<file path="src/rtl/rv32_irq_pkg.sv">
`timescale 1ns/1ps
`default_nettype none
// ============================================================================
//  Module   : rv32_irq_pkg
//  Purpose  : Shared types, constants and the vector-address helper for the
//             interrupt controller.
//  Contents : irq_state_t, IRQ_TIMER, default vector base/stride, vec_addr()
//  Revision : 1.0  initial release
// ============================================================================
package rv32_irq_pkg;

  typedef enum logic [1:0] {
    IRQ_IDLE    = 2'd0,
    IRQ_REQ     = 2'd1,
    IRQ_SERVICE = 2'd2
  } irq_state_t;

  // Timer interrupt is wired to source line 0 at core level.
  localparam int          IRQ_TIMER       = 0;
  localparam logic [31:0] VEC_BASE_DFLT   = 32'h0000_0100;
  localparam logic [31:0] VEC_STRIDE_DFLT = 32'd4;

  // 32-bit unsigned; overflow wraps modulo 2^32 by truncation.
  function automatic logic [31:0] vec_addr(input logic [31:0] base,
                                           input logic [31:0] stride,
                                           input logic [31:0] id);
    return base + id * stride;
  endfunction

endpackage
`default_nettype wire

</file>
<file path="src/rtl/irq_prio_enc.sv">
`timescale 1ns/1ps
`default_nettype none
// ============================================================================
//  Module   : irq_prio_enc
//  Purpose  : Combinational find-first-set; lowest set index wins.
//  Ports    : req   in  NUM_IRQ  candidate lines (pending & enabled)
//             valid out 1        at least one candidate present
//             index out ID_W     index of the lowest set bit (0 if none)
//  Revision : 1.0  initial release
// ============================================================================
module irq_prio_enc #(
  parameter int NUM_IRQ = 4,
  parameter int ID_W    = 2
) (
  input  logic [NUM_IRQ-1:0] req,
  output logic               valid,
  output logic [ID_W-1:0]    index
);

  // Scan from the top down so the lowest set index is the last one written.
  always_comb begin
    valid = |req;
    index = '0;
    for (int i = NUM_IRQ - 1; i >= 0; i--) begin
      if (req[i]) index = ID_W'(i);
    end
  end

endmodule
`default_nettype wire

</file>
<file path="src/rtl/irq_controller.sv">
`timescale 1ns/1ps
`default_nettype none
// ============================================================================
//  Module   : irq_controller
//  Purpose  : Latches rising edges of interrupt lines as pending, selects the
//             lowest-index pending & enabled line, requests a trap from fetch
//             with its vector, and holds the return PC until mret.
//             Single level, no nesting.
//  Ports    : clk, reset (async, active-low)
//             irq_src      raw level interrupt lines
//             global_en    master enable
//             en_wr/en_wdata    enable-mask write
//             clr_wr/clr_wdata  pending-clear write
//             trap_ack, current_pc  fetch handshake / PC to save
//             mret         return from handler
//             irq_en, pending, trap_req, trap_vec, trap_id, in_service, epc
//  Revision : 1.0  initial release
// ============================================================================
module irq_controller
  import rv32_irq_pkg::*;
#(
  parameter int          NUM_IRQ    = 4,
  parameter logic [31:0] VEC_BASE   = VEC_BASE_DFLT,
  parameter logic [31:0] VEC_STRIDE = VEC_STRIDE_DFLT
) (
  input  logic                       clk,
  input  logic                       reset,
  input  logic [NUM_IRQ-1:0]         irq_src,
  input  logic                       global_en,
  input  logic                       en_wr,
  input  logic [NUM_IRQ-1:0]         en_wdata,
  input  logic                       clr_wr,
  input  logic [NUM_IRQ-1:0]         clr_wdata,
  input  logic                       trap_ack,
  input  logic [31:0]                current_pc,
  input  logic                       mret,
  output logic [NUM_IRQ-1:0]         irq_en,
  output logic [NUM_IRQ-1:0]         pending,
  output logic                       trap_req,
  output logic [31:0]                trap_vec,
  output logic [$clog2(NUM_IRQ)-1:0] trap_id,
  output logic                       in_service,
  output logic [31:0]                epc
);

  localparam int ID_W = $clog2(NUM_IRQ);

  irq_state_t         state;
  logic [NUM_IRQ-1:0] irq_sync;   // first sample of the raw lines
  logic [NUM_IRQ-1:0] irq_src_q;  // previous sample, for edge detection
  logic               reset_q;    // low for the first cycle after reset
  logic [NUM_IRQ-1:0] rise;
  logic [NUM_IRQ-1:0] clr_mask;
  logic [NUM_IRQ-1:0] ack_clr;
  logic               sel_valid;
  logic [ID_W-1:0]    sel_idx;

  irq_prio_enc #(
    .NUM_IRQ (NUM_IRQ),
    .ID_W    (ID_W)
  ) u_prio (
    .req   (pending & irq_en),
    .valid (sel_valid),
    .index (sel_idx)
  );

  // Edge detection is disabled until reset_q is set, so a line held high
  // across reset release is absorbed as the baseline rather than an edge.
  assign rise     = reset_q ? (irq_sync & ~irq_src_q) : '0;
  assign clr_mask = clr_wr ? clr_wdata : '0;

  always_comb begin
    ack_clr = '0;
    if (state == IRQ_REQ && trap_ack) ack_clr[trap_id] = 1'b1;
  end

  // Input sampling and the pending / enable registers.
  always_ff @(posedge clk or negedge reset) begin
    if (!reset) begin
      irq_sync  <= '0;
      irq_src_q <= '0;
      reset_q   <= 1'b0;
      pending   <= '0;
      irq_en    <= '0;
    end else begin
      reset_q   <= 1'b1;
      irq_sync  <= irq_src;
      // On the first post-reset cycle both stages load the live lines.
      irq_src_q <= reset_q ? irq_sync : irq_src;
      // A new rise takes precedence over any clear on the same bit.
      pending   <= (pending & ~clr_mask & ~ack_clr) | rise;
      if (en_wr) irq_en <= en_wdata;
    end
  end

  // Trap FSM with registered outputs.
  always_ff @(posedge clk or negedge reset) begin
    if (!reset) begin
      state      <= IRQ_IDLE;
      trap_req   <= 1'b0;
      trap_id    <= '0;
      trap_vec   <= '0;
      in_service <= 1'b0;
      epc        <= '0;
    end else begin
      case (state)
        IRQ_IDLE: begin
          if (global_en && sel_valid) begin
            state    <= IRQ_REQ;
            trap_req <= 1'b1;
            trap_id  <= sel_idx;
            trap_vec <= vec_addr(VEC_BASE, VEC_STRIDE, 32'(sel_idx));
          end
        end
        IRQ_REQ: begin
          // The request is committed: neither global_en nor newer lines
          // can withdraw or retarget it before the ack.
          if (trap_ack) begin
            state      <= IRQ_SERVICE;
            trap_req   <= 1'b0;
            in_service <= 1'b1;
            epc        <= current_pc;
          end
        end
        IRQ_SERVICE: begin
          if (mret) begin
            state      <= IRQ_IDLE;
            in_service <= 1'b0;
          end
        end
        default: begin
          state      <= IRQ_IDLE;
          trap_req   <= 1'b0;
          in_service <= 1'b0;
        end
      endcase
    end
  end

endmodule
`default_nettype wire

</file>
<file path="config.mk">
export PLATFORM = sky130hd
export DESIGN_NAME = irq_controller
export DESIGN_NICKNAME = d
export VERILOG_FILES = /design/src/rtl/rv32_irq_pkg.sv /design/src/rtl/irq_prio_enc.sv /design/src/rtl/irq_controller.sv
export SDC_FILE = /design/constraint.sdc
export NUM_CORES = 1
export LEC_CHECK = 0
export CORE_AREA = 2 2 81 83
export CTS_BUF_LIST = sky130_fd_sc_hd__clkbuf_4 sky130_fd_sc_hd__clkbuf_8
export DETAILED_ROUTE_END_ITERATION = 7
export DIE_AREA = 0 0 83 85
export PLACE_DENSITY = 0.81
export SLEW_MARGIN = 20
export SYNTH_ARGS = -nofsm -noshare
export SYNTH_HDL_FRONTEND = slang
export SYNTH_SLANG_ARGS = --single-unit
</file>
<file path="constraint.sdc">
create_clock -name clk -period 1.7 [get_ports clk]
set_input_delay 0.17 -clock clk [delete_from_list [all_inputs] [get_ports clk]]
set_output_delay 0.17 -clock clk [all_outputs]
set_load 0.005 [all_outputs]
</file>
**Yosys cells after proc, flatten, opt, wreduce, memory -nomap -nowiden**

Cells that the tools add are included.

- Register bits: 87
- Output and inout bits: 76
- Logic and storage cells: 59

- Add/subtract/negate cells: 1
- $lt $le $gt $ge: 2
- Equality and inequality tests: 5
- Mux-type cells: 20
- Bitwise gates (word level): 10
- Reductions and logical operators: 10

Operator list:

| operator | count |
|---|---|
| 4-bit AND | 4 |
| 4-bit two-way mux | 4 |
| 2-bit two-way mux | 7 |
| 4-bit NOT | 3 |
| 9-bit by 4-bit adder with 10-bit output (first input constant) | 1 |
| 3-bit AND reduction | 3 |
| 2-bit != test (second input constant) | 3 |
| 1-bit case mux with 3 select lines | 2 |
| 2-bit case mux with 3 select lines | 1 |
| 1-bit two-way mux | 5 |
| 4-bit bitwise OR | 1 |
| 2-bit AND reduction | 2 |
| 4-bit OR reduction | 1 |
| 1-bit logical AND | 3 |
| 2-bit by 3-bit < comparator with 1-bit output (second input constant) | 1 |
| 1-bit demux with 2-bit select | 1 |
| 2-bit by 1-bit equality test with 1-bit output (second input constant) | 1 |
| 2-bit equality test (second input constant) | 1 |
| 2-bit by 1-bit >= comparator with 1-bit output (second input constant) | 1 |
| 2-bit logical NOT | 1 |
| 1-bit NOT | 2 |

**Longest topological paths before layout**

- Depth in word-level cells: 8
- Depth in mapped cells: 5

**By module**

A second synthesis with hierarchy kept.

- Cells, all modules: 181
- Area, all modules: 2,573.7 um^2

By module, submodules not included:

| module | times used | cells an instance | area each (um^2) |
|---|---|---|---|
| irq_controller | 1 | 174 | 2,538.7 |
| irq_prio_enc | 1 | 7 | 35.0 |

**Worst setup path after synthesis**

No wires, ideal clock.

- Kind: register to register
- Start point: reg state[1]
- End point: reg epc[10]
- Data arrival time: 1,145 ps
- Setup slack: 430 ps
- Cell stages (with the launch flop): 5
- Path buffers: 2
- Period minus slack after synthesis: 1,270 ps
- Path through: dfrtp_1 > nand3b_1 > buf_6 > buf_6 > mux2_4

- Word-level cells in the longest chain between the ends: 2

RTL lines:

| what | RTL line | RTL |
|---|---|---|
| from (decl) | irq_controller.sv:48 | `irq_state_t state;` |
| from (signal assigned) | irq_controller.sv:99 | `state <= IRQ_IDLE;` |
| from (signal assigned) | irq_controller.sv:109 | `state <= IRQ_REQ;` |
| from (signal assigned) | irq_controller.sv:119 | `state <= IRQ_SERVICE;` |
| 2-bit by 1-bit equality test with 1-bit output | irq_controller.sv:106 | `case (state)` |
| 2-bit AND reduction (no line) | n/a |  |
| to (signal assigned) | irq_controller.sv:122 | `epc <= current_pc;` |
| to (decl) | irq_controller.sv:43 | `output logic [31:0] epc` |

Every way passes these cells.
A chain may end at the register's enable or synchronous reset.

**Final worst setup path**

- Start point: reg trap_vec[3]
- End point: out trap_vec[3]

RTL lines:

| what | RTL line | RTL |
|---|---|---|
| from (decl) | irq_controller.sv:40 | `output logic [31:0] trap_vec,` |
| from (signal assigned) | irq_controller.sv:112 | `trap_vec <= vec_addr(VEC_BASE, VEC_STRIDE, 32'(sel_idx));` |

No word-level cell between the ends.

==> metrics <==
Worst-Margin Slew=around 0.5 ns; #FFs+latches synth=56; PortBufs=97; Via density=around 4.5; Finished Layout Cells=356; FF/Latch Area=between 1000 and 1500 um^2; DIE AREA=7060 um^2; fraction of the mapped netlist area in adder cells=0; # resized after CTS=0; row count=29; Yosys Warn Count=0; Worst Hold Depth=1; max-cap violations=0; core area=between 6000 and 7000 um^2; Worst path depth=1; register area share after synthesis=0.566; xor and xnor fraction of the mapped netlist area=0; outcome=finished clean; DP Wirelength=between 3000 and 4000 um; I/O Pins=127; unique cell type count in the Yosys netlist=22; Skew-Pair Late Insertion Delay=between 0.3 and 0.4 ns; number of global-route vias before repair=1658; area of the mapped netlist=2480 um^2; Compound-Gate Fraction of Synth Area=0.0591; slowest CP cell=clkdlybuf4s50_1; simple-gate share of the synthesized area=0.0389; critical path's largest stage delay=between 0.5 and 0.6 ns; root buffer cell=clkbuf_8; cells on worst reg2reg path=4; WP buf/inv=1; CTS Sinks=56; area of the multi-input gates=slightly below 900 um^2; Final Setup Violations=0; Slew Viols, Final=0; chip width=83 um; first-pass GRT wire length=just over 8000 um; DR DRC count=0; VDD IR-drop max=around 0.00072 V; ant diodes=0; Syn-to-layout area delta=42.1%; Max Clk Rate=about 640 MHz; Final Wtd Congestion=0.762; WP data required=around 1.5 ns; # H-tree levels=2; Nets=between 300 and 400; post-DR wirelength/cell=~14 um; die height=85 um; cts bufs inserted=5; mux contribution to synthesized area=0.215; most common cell after layout, fill and taps aside=clkdlybuf4s50_1; DR vias=about 1600; share of layout cells above drive strength 1=0.194; final instance area=~3500 um^2; cts hold-fix bufs=1; cells along the critical path=clkdlybuf4s50_1; clock skew=0.00739 ns; Data arrival, critical path=between 1 and 1.5 ns; clk buf depth=2; largest net degree at the start of global routing=27; final hold vios=0; setup TNS=0 ns; GRT Resource Usage Total=0.145; CP Capture Type=primary output; worst hold slack=roughly 0.31 ns; RSZ-0062 raised after global routing=no; min Tclk post-route=approximately 1.6 ns; crit start category=register; 1st-iter DRT viols=between 40 and 50; commonest cells after routing, fill and taps aside=clkdlybuf4s50_1, dfrtp_1, conb_1; Routed Antenna Nets=0; routed wire length=between 4000 and 5000 um; antenna violations before repair=0; Power Density=around 1500 nW/um^2; largest family of logic cells by synthesized area=multiplexers; Hold/Removal Path Class=input port to register; Syn Inst Count=around 180; WS Path Type=register to primary output; Filler Cells Inserted=514; postcts setup bufs=0; placed cells=between 300 and 400; syn_area_per_cell=~14 um^2; CP Max Fanout=6; Initial DRT Pass Iterations=4; leakage power=1.62 nW; clk slew on worst S/H paths=roughly 0.10 ns; Starting Density=0.399; Final period util=0.914; post-place instance area=between 3000 and 4000 um^2; Slew headroom=0.658; Top delay family on crit path=buffers and inverters; CTS tree=yes; gr ovfl total=0
## metal layers
layer / up-vias / global-route usage / wire [um]
met2: 63 / 0.257 / 2530
met4: 0 / 0.0358 / 48
li1: 746 / - / -
met1: 772 / 0.177 / 2150
met5: - / 0 / 0
met3: 6 / 0.0370 / 255
## synth_stat cells
| master | number | area, um^2 |
|---|---|---|
| conb_1 | 2 | 7.51 |
| inv_1 | 3 | 11.3 |
| nor2_1 | 2 | 7.51 |
| o21ai_1 | 1 | 5.00 |
| o21ai_0 | 3 | 15.0 |
| a32o_1 | 1 | 10.0 |
| mux2_2 | 14 | 158 |
| o311ai_1 | 3 | 26.3 |
| dfrtp_1 | 56 | 1400 |
| buf_4 | 31 | 233 |
| nand3b_1 | 4 | 30.0 |
| buf_6 | 4 | 45.0 |
| or2_1 | 1 | 6.26 |
| nand2_1 | 12 | 45.0 |
| o21a_1 | 1 | 7.51 |
| a22o_1 | 3 | 26.3 |
| o311ai_2 | 1 | 16.3 |
| a21o_1 | 2 | 15.0 |
| a21oi_1 | 5 | 25.0 |
| mux2_4 | 25 | 375 |
| nor3b_1 | 1 | 7.51 |
| clkbuf_1 | 1 | 3.75 |
## where the power goes
part           internal, mW  total (mW)  switching [mW]
combinational          1.63        2.27           0.644
clock                 0.303       0.754           0.451
sequential             1.83        2.20           0.366
total                  3.77        5.23            1.46
## metrics by stage
step	util	power, mW	setup WS, ns
6_report	0.567	5.23	0.147
5_1_grt	0.567	5.57	0.106
4_1_cts	0.567	5.30	0.131
3_5_place_dp	0.550	4.51	0.115
3_3_place_gp	0.550	4.45	0.189
2_1_floorplan	-	3.27	0.430
## flip-flops by register name, summed over array words and instances (netlist names)
register and cells:
epc 32, trap_req 1, in_service 1, irq_en 4, irq_src_q 4, irq_sync 4
trap_vec 2, state 2, pending 4, reset_q 1, trap_id 1
## kinds of logic (layout without fill, tap and decap cells)
kind of cell,count (synthesis),after routing
AO/OA/AOI/OAI,20,20
buffers and inverters,39,114
flip-flops,56,56
multiplexers,39,39
other,2,30
AND/OR/NAND/NOR,20,20
## layout make-up
type / instances / area share
Clock buffer: 5 / 0.0196
Clock inverter: 3 / 0.00782
Tap cell: 77 / 0.0274
Timing Repair Buffer: 103 / 0.292
Sequential cell: 56 / 0.398
Inverter: 3 / 0.00320
Multi-Input combinational cell: 109 / 0.252
## worst paths after layout
kind / from / end / slack, ns
worst max-delay path: trap_vec[3] / trap_vec[3] / 0.15
worst min-delay path: irq_src[1] / irq_sync[1] / 0.31
worst min register to register: irq_src_q[0] / pending[0] / 0.42
worst max register to register: state[1] / pending[2] / 0.34
max in group asynchronous: reset / trap_id[0] / 0.71
min in group asynchronous: reset / reset_q / 0.35
(Power assumes the default switching activity.)
